==> src/rtl/game_control_mp.sv <==
// Multi-player game-control FSM: login, setup, RNG capture, player turns,
// verification, game-over and logout for NUM_PLAYERS players.
// Every output is registered; each output follows its cause by one clock.
module game_control_mp #(
    parameter int unsigned NUM_PLAYERS = 2,
    parameter int unsigned ROTATE      = 1,
    parameter int unsigned MAX_ROUNDS  = 4,
    parameter int unsigned PW          = 3,
    parameter int unsigned RW          = 4
) (
    input  logic                   Clk,
    input  logic                   Rst,
    input  logic                   Log_In,
    input  logic                   Log_Pls,
    input  logic [NUM_PLAYERS-1:0] P_Pls,
    input  logic                   RNG_Pls,
    input  logic                   Time_Out,
    output logic                   Log_Out,
    output logic                   Pwd_Res,
    output logic [NUM_PLAYERS-1:0] P_Load,
    output logic                   RNG_Load,
    output logic                   Timer_En,
    output logic                   Time_Reconfig,
    output logic                   Game_Over,
    output logic [PW-1:0]          Active_Player,
    output logic [RW-1:0]          Round
);

    localparam logic [RW-1:0] ROUND_SAT   = '1;
    localparam logic [PW-1:0] LAST_PLAYER = PW'(NUM_PLAYERS - 1);
    localparam logic [RW-1:0] ROUND_LIMIT = RW'(MAX_ROUNDS);

    typedef enum logic [2:0] {
        S_INIT     = 3'd0,
        S_SETUP    = 3'd1,
        S_RNGING   = 3'd2,
        S_NEWRNG   = 3'd3,
        S_PTURN    = 3'd4,
        S_VERIFY   = 3'd5,
        S_GAMEOVER = 3'd6,
        S_LOGOUT   = 3'd7
    } state_t;

    state_t                   state;
    state_t                   state_nx;

    logic                     press_hit;
    logic [PW-1:0]            press_idx;
    logic [NUM_PLAYERS-1:0]   press_oh;

    logic [PW-1:0]            ap_adv;
    logic [RW-1:0]            round_adv;
    logic                     round_bump;
    logic                     round_limit;

    logic                     log_out_d;
    logic                     pwd_res_d;
    logic [NUM_PLAYERS-1:0]   p_load_d;
    logic                     rng_load_d;
    logic                     timer_en_d;
    logic                     time_reconfig_d;
    logic                     game_over_d;
    logic [PW-1:0]            active_player_d;
    logic [RW-1:0]            round_d;

    // Press qualification: owner-only in rotate mode, lowest index in free mode
    always_comb begin
        press_hit = 1'b0;
        press_idx = Active_Player;
        press_oh  = '0;
        if (ROTATE != 0) begin
            for (int i = 0; i < int'(NUM_PLAYERS); i++) begin
                if ((Active_Player == PW'(i)) && P_Pls[i]) begin
                    press_hit = 1'b1;
                end
            end
        end else begin
            for (int i = int'(NUM_PLAYERS) - 1; i >= 0; i--) begin
                if (P_Pls[i]) begin
                    press_hit = 1'b1;
                    press_idx = PW'(i);
                end
            end
        end
        for (int i = 0; i < int'(NUM_PLAYERS); i++) begin
            press_oh[i] = (press_idx == PW'(i));
        end
    end

    // Turn/round advance applied in VERIFY; round count saturates instead of wrapping
    always_comb begin
        ap_adv     = Active_Player;
        round_bump = 1'b0;
        if (ROTATE != 0) begin
            if (Active_Player == LAST_PLAYER) begin
                ap_adv     = '0;
                round_bump = 1'b1;
            end else begin
                ap_adv = Active_Player + 1'b1;
            end
        end else begin
            round_bump = 1'b1;
        end
        round_adv = Round;
        if (round_bump && (Round != ROUND_SAT)) begin
            round_adv = Round + 1'b1;
        end
        round_limit = (MAX_ROUNDS != 0) && (round_adv == ROUND_LIMIT);
    end

    // Next-state decode; input priority follows the order of the checks
    always_comb begin
        state_nx = state;
        case (state)
            S_INIT: begin
                if (Log_In) state_nx = S_SETUP;
            end
            S_SETUP: begin
                if (P_Pls[0])     state_nx = S_LOGOUT;
                else if (Log_Pls) state_nx = S_RNGING;
            end
            S_RNGING: begin
                if (Log_Pls)       state_nx = S_SETUP;
                else if (Time_Out) state_nx = S_GAMEOVER;
                else if (!RNG_Pls) state_nx = S_NEWRNG;
            end
            S_NEWRNG: begin
                if (RNG_Pls)       state_nx = S_PTURN;
                else if (Time_Out) state_nx = S_GAMEOVER;
            end
            S_PTURN: begin
                if (Log_Pls)        state_nx = S_SETUP;
                else if (Time_Out)  state_nx = S_GAMEOVER;
                else if (press_hit) state_nx = S_VERIFY;
            end
            S_VERIFY: begin
                state_nx = round_limit ? S_GAMEOVER : S_RNGING;
            end
            S_GAMEOVER: begin
                if (Log_Pls) state_nx = S_SETUP;
            end
            S_LOGOUT: begin
                state_nx = S_INIT;
            end
            default: begin
                state_nx = S_INIT;
            end
        endcase
    end

    // Next output values, derived from the current state and the chosen transition
    always_comb begin
        log_out_d       = Log_Out;
        pwd_res_d       = Pwd_Res;
        rng_load_d      = RNG_Load;
        active_player_d = Active_Player;
        round_d         = Round;
        p_load_d        = '0;
        time_reconfig_d = 1'b0;
        timer_en_d      = (state_nx == S_RNGING) || (state_nx == S_NEWRNG) ||
                          (state_nx == S_PTURN)  || (state_nx == S_VERIFY);
        game_over_d     = (state_nx == S_GAMEOVER);

        // Any fresh entry into SETUP (login, abort, restart) reloads the timer and clears the game
        if ((state_nx == S_SETUP) && (state != S_SETUP)) begin
            time_reconfig_d = 1'b1;
            active_player_d = '0;
            round_d         = '0;
        end

        case (state)
            S_INIT: begin
                rng_load_d = 1'b1;
                log_out_d  = 1'b0;
                pwd_res_d  = 1'b0;
            end
            S_SETUP: begin
                if (state_nx == S_LOGOUT) begin
                    log_out_d = 1'b1;
                    pwd_res_d = !RNG_Pls;
                end
            end
            S_RNGING: begin
                if (state_nx == S_NEWRNG) rng_load_d = 1'b0;
            end
            S_NEWRNG: begin
                if (state_nx == S_PTURN) rng_load_d = 1'b1;
            end
            S_PTURN: begin
                if (state_nx == S_VERIFY) begin
                    p_load_d        = press_oh;
                    active_player_d = press_idx;
                end
            end
            S_VERIFY: begin
                active_player_d = ap_adv;
                round_d         = round_adv;
            end
            default: begin
            end
        endcase
    end

    // State register
    always_ff @(posedge Clk or posedge Rst) begin
        if (Rst) begin
            state <= S_INIT;
        end else begin
            state <= state_nx;
        end
    end

    // Output registers
    always_ff @(posedge Clk or posedge Rst) begin
        if (Rst) begin
            Log_Out       <= 1'b0;
            Pwd_Res       <= 1'b0;
            P_Load        <= '0;
            RNG_Load      <= 1'b1;
            Timer_En      <= 1'b0;
            Time_Reconfig <= 1'b0;
            Game_Over     <= 1'b0;
            Active_Player <= '0;
            Round         <= '0;
        end else begin
            Log_Out       <= log_out_d;
            Pwd_Res       <= pwd_res_d;
            P_Load        <= p_load_d;
            RNG_Load      <= rng_load_d;
            Timer_En      <= timer_en_d;
            Time_Reconfig <= time_reconfig_d;
            Game_Over     <= game_over_d;
            Active_Player <= active_player_d;
            Round         <= round_d;
        end
    end

endmodule

==> config.mk <==
export PLATFORM = sky130hd
export DESIGN_NAME = game_control_mp
export DESIGN_NICKNAME = d
export VERILOG_FILES = /design/src/rtl/game_control_mp.sv
export SDC_FILE = /design/constraint.sdc
export NUM_CORES = 1
export LEC_CHECK = 0
export BUFFER_PORTS_ARGS = -buffer_cell sky130_fd_sc_hd__buf_2
export CAP_MARGIN = 20
export CORE_UTILIZATION = 50
export DETAILED_ROUTE_END_ITERATION = 6
export PLACE_DENSITY = 0.73
export SLEW_MARGIN = 15
export SYNTH_ARGS = -nofsm -noshare
export SYNTH_HDL_FRONTEND = slang
export SYNTH_SLANG_ARGS = --single-unit
==> constraint.sdc <==
create_clock -name Clk -period 3.47 [get_ports Clk]
set_clock_uncertainty 0.05 [all_clocks]
set_input_delay 0.347 -clock Clk [delete_from_list [all_inputs] [get_ports Clk]]
set_output_delay 0.347 -clock Clk [all_outputs]
set_load 0.005 [all_outputs]
# Yosys cells after proc, flatten, opt, wreduce, memory -nomap -nowiden
# Cells that the tools add are included.
# totals
register_bits	18
input_bits	8
# op_classes
add_sub_neg	2
n_eq_ne	22
n_mux	34
reduce_logical	15
# op_table
cell	count
3-bit two-way mux	16
3-bit equality test (second input constant)	8
3-bit one-hot mux with 8 select lines	1
3-bit by 2-bit equality test with 1-bit output (second input constant)	4
4-bit two-way mux	3
3-bit by 1-bit equality test with 1-bit output (second input constant)	3
1-bit two-way mux	8
2-bit inequality test (second input constant)	4
3-bit zero test	2
3-bit one-hot mux with 2 select lines	1
4-bit by 1-bit adder with 4-bit output (second input constant)	1
4-bit by 3-bit equality test with 1-bit output (second input constant)	1
1-bit logical AND	4
2-bit two-way mux	2
4-bit inequality test (second input constant)	1
1-bit one-hot mux with 2 select lines	2
2-bit nonzero test	2
3-bit by 1-bit adder with 3-bit output (second input constant)	1
1-bit logical OR	3
3-bit by 1-bit inequality test with 1-bit output (second input constant)	1
1-bit one-hot mux with 3 select lines	1
3-bit AND reduction	1
3-bit nonzero test	1
2-bit AND reduction	1
1-bit zero test	1

# Longest topological paths before layout
# depth
word_depth	13
mapped_depth	7
ltp_nobuf	6

# Least setup slack after synthesis
# OpenSTA, ideal clock, no wires.
# synth_path
path_kind	reg2reg
from	register Active_Player[1]
to	register Round[3]
setup_time_ps	120
arrival_ps	1481
t_required_ps	3300
setup_slack_ps	1820
path_stages_with_launch	6
path_buffers	0
synth_period_minus_slack_ps	1650
path_cell_list	dfrtp_1 -> nor3b_4 -> nand4_2 -> or4b_1 -> o21ai_0 -> nor2_1
# synth_between
elab_chain_cells	11
elab_cells_between_ends	19
classes_between	eq/ne: 3; mux: 10; reduce/logical: 6
# synth_rtl
item	line	text
start: declaration	25	output logic [PW-1:0] Active_Player,
start signal: assignment	233	Active_Player <= active_player_d;
3-bit zero test	73	if ((Active_Player == PW'(i)) && P_Pls[i]) begin
1-bit logical AND	73	
1-bit two-way mux (2 in series)	73	
3-bit two-way mux	134	else if (press_hit) state_nx = S_VERIFY;
3-bit two-way mux	133	else if (Time_Out) state_nx = S_GAMEOVER;
3-bit two-way mux	132	if (Log_Pls) state_nx = S_SETUP;
3-bit one-hot mux with 8 select lines	114	case (state)
3-bit by 1-bit equality test with 1-bit output	165	if ((state_nx == S_SETUP) && (state != S_SETUP)) begin
1-bit logical AND	165	
2-bit nonzero test (no source line)	--	
end signal: assignment	234	Round <= round_d;
end: declaration	26	output logic [RW-1:0] Round
# Several ways; a longest one is shown, not always the timed one.
# A chain may end at the register's enable or synchronous reset.

# Worst setup path in the final report
# layout_path
from	register state[2]
to	register Active_Player[0]
# layout_between
elab_chain_cells	9
elab_cells_between_ends	29
classes_between	eq/ne: 11; mux: 16; reduce/logical: 2
# layout_rtl
item	line	text
start: declaration	44	state_t state;
start signal: assignment	209	state <= state_nx;
3-bit two-way mux, on equally long branches	134, 125	
3-bit two-way mux, on equally long branches	133, 124	
3-bit two-way mux, on equally long branches	132, 123	
3-bit one-hot mux with 8 select lines	114	
3-bit by 1-bit equality test with 1-bit output	165	
1-bit logical AND	165	
3-bit two-way mux	165	
3-bit two-way mux	190	if (state_nx == S_VERIFY) begin
3-bit one-hot mux with 2 select lines	171	case (state)
# Several ways; a longest one is shown, not always the timed one. The select of a mux whose other input is x is not followed.

==> results.cfg <==
[critical_path]
rr_worst_depth = 5
crit_arrival_ns = 2.13
rr_endpoint = Active_Player[0]
reg2reg_slack_ns = 1.47
cp-start-kind = flip-flop
worstPathMaxFanout = 16
crit_path_end = Active_Player[0]
rr_startpoint = state[2]
worstSetupStartpoint = state[2]
crit_path_end_kind = flip-flop
worstSetupPathType = flip-flop to flip-flop
crit_required_ns = 3.60

[placement]
portBuffers = 22
place_area_um2 = 1181
routabilityCongestion = 0.8258
dpl.hpwl_mm = 1.579
dp_cells = 155

[clock_network]
numCtsBuffers = 3
clockRootBuffer = clkbuf_4
clk_path_buf_depth = 2
postCtsSetupRepairBufs = 0
cts.reportedPaths.clkPinSlew_ns = 0.10
ctsResizeCount = 0
cts_sinks = 18
htree_levels = 1
cts_tree = built
clk-insertion-delay-late_ns = 0.29
holdBufCountCts = 0

[grt]
grt_max_degree = 19
antenna_found_initial = 0
grt_pass1_vias = 810
grt_pass1_wl_mm = 3.498
grt_util_all_layers_pct = 21.82
grt-ovfl-total = 0

[synth]
ys_top_cells_by_area = dfrtp_1, nor2_1, a21oi_1
syn_area_um2 = 1065
syn_nets = 119
synthFlopType = dfrtp_1
synth_cells = 110
synth_edf_count = 0
synthTopCellsByCount = dfrtp_1, nor2_1, a21oi_1
yosysSeqAreaShare_pct = 42.42
async_flop_share_pct = 100.0
post-synth-top-area-fraction_pct = 39.95
postSynthAreaPerCell_um2 = 9.680
ys_types = 40
netlist.top_cell.by_area = dfrtp_1
yosysWarnings = 0
synth-seq-cells = 18

[sta]
relSlewSlack_pct = 54.62
grt_setup_unrepaired = false
worstMarginPinSlew_ns = 0.6800
tns_ns = 0
finalHoldViolCount = 0
slew_viol_final = 0
fin_crit_sh_pct = 57.62
max_freq_ghz = 0.5001
fin_crit_ns = 1.999
finalSetupViolCount = 0

[finish]
nets = 142
antenna_cells = 0
stdcell_count = 159
layout-drive-gt1-share_pct = 28.79
syn_to_final_growth_pct = 14.34
final_cell_area_um2 = 1217
fillers = 178

[routing]
routed_wl_mm = 2.222
via_per_inst = 5.673
num_vias = 902
wire_per_inst_um = 13.97
drtIter0Drc = 14
ant_nets = 0
drcViolationCount = 0
dr.pass1.iters = 4

[floorplan]
initial_core_util_pct = 53.72
die_w_um = 48.15
rows = 16
fp.coreArea_um2 = 1982
fp.dieH_um = 48.15
dieArea_um2 = 2318
boundaryPins = 23

[power_and_ir_drop]
leakage_nw = 0.5688
power_w = 0.0008325
peakVddDrop_mv = 0.3268
p_per_area_nw_per_um2 = 683.9

[run_status]
outcome = finished, final reports clean

[job]
maxCapViolations = 0

[hold_path]
min_path_type = input pin to async pin
[registers in the layout (all words and copies together), names as in the netlist]
| name | count |
|---|---|
| Active_Player | 3 |
| Round | 4 |
| Log_Out | 1 |
| state | 3 |
| Pwd_Res | 1 |
| Timer_En | 1 |
| RNG_Load | 1 |
| Game_Over | 1 |
| Time_Reconfig | 1 |
| P_Load | 2 |
[how the worst min path moves through the flow]
stage,endpoint,slack [ns]
floorplan,Active_Player[0],0.23
global placement,P_Load[0],0.41
detailed placement,Timer_En,0.43
CTS,Pwd_Res,0.11
global route,Pwd_Res,0.15
finish,Round[1],0.09
[layout make-up]
type	count	area [um^2]	area share [%]
clock buffers	4	36.28	2.980
inverters	3	11.26	0.9250
multi-input cells	85	574.3	47.17
flip-flops and latches	18	451.7	37.10
well taps	27	33.78	2.775
repair buffers	22	110.1	9.044
[metrics by stage]
| stage | setup slack [ns] | hold slack, ns | util [%] |
|---|---|---|---|
| detailed placement | 1.474 | 0.4334 | 59.60 |
| global route | 1.316 | 0.1522 | 61.43 |
| CTS | 1.469 | 0.1052 | 61.43 |
| finish | 1.471 | 0.08953 | 61.43 |
| floorplan | 1.820 | 0.2348 | - |
| global placement | 1.549 | 0.4143 | 59.60 |
[per-layer routing]
layer,wire [um],global-route usage (%)
met4,14,8.889
met5,0,0
met1,1014,27.31
met2,1113,38.13
met3,79,2.222
[cell families (layout without fill, tap and decap cells)]
| group | Yosys count | count (layout) | share of synthesized area [%] |
|---|---|---|---|
| XOR/XNOR | 2 | 2 | 1.645 |
| adder cells (fa/ha/maj) | 1 | 1 | 1.175 |
| AND/OR/NAND/NOR | 51 | 51 | 27.61 |
| flip-flops | 18 | 18 | 42.42 |
| AO/OA/AOI/OAI | 29 | 29 | 21.62 |
| multiplexers | 2 | 2 | 1.880 |
| buffers and inverters | 7 | 29 | 3.642 |
[report_power, final]
| group | leakage (nW) | switching (W) | total [W] | internal (W) |
|---|---|---|---|---|
| registers | 0.238 | 0.0000793 | 0.000342 | 0.000263 |
| clock network | 0.0210 | 0.0000631 | 0.000127 | 0.0000639 |
| logic | 0.310 | 0.000200 | 0.000364 | 0.000164 |
| total | 0.569 | 0.000342 | 0.000833 | 0.000490 |
[worst max-delay path, cell delays in order (launching register included)]
cell       delay [ns]
dfrtp_1          0.66
nand2b_1         0.19
o2bb2ai_1        0.10
a221oi_4         0.36
o2111a_1         0.44
o21ai_2          0.09
[layout by cell type, fill, tap and decap left out, types with 3 or more instances in the layout]
cell,count
nor2_1,17
buf_2,22
nand3_1,5
nor3_1,4
nand2_1,6
clkbuf_4,3
inv_1,3
nand2b_1,3
a21oi_1,11
dfrtp_1,17
Power figures use the tool's default switching activity.
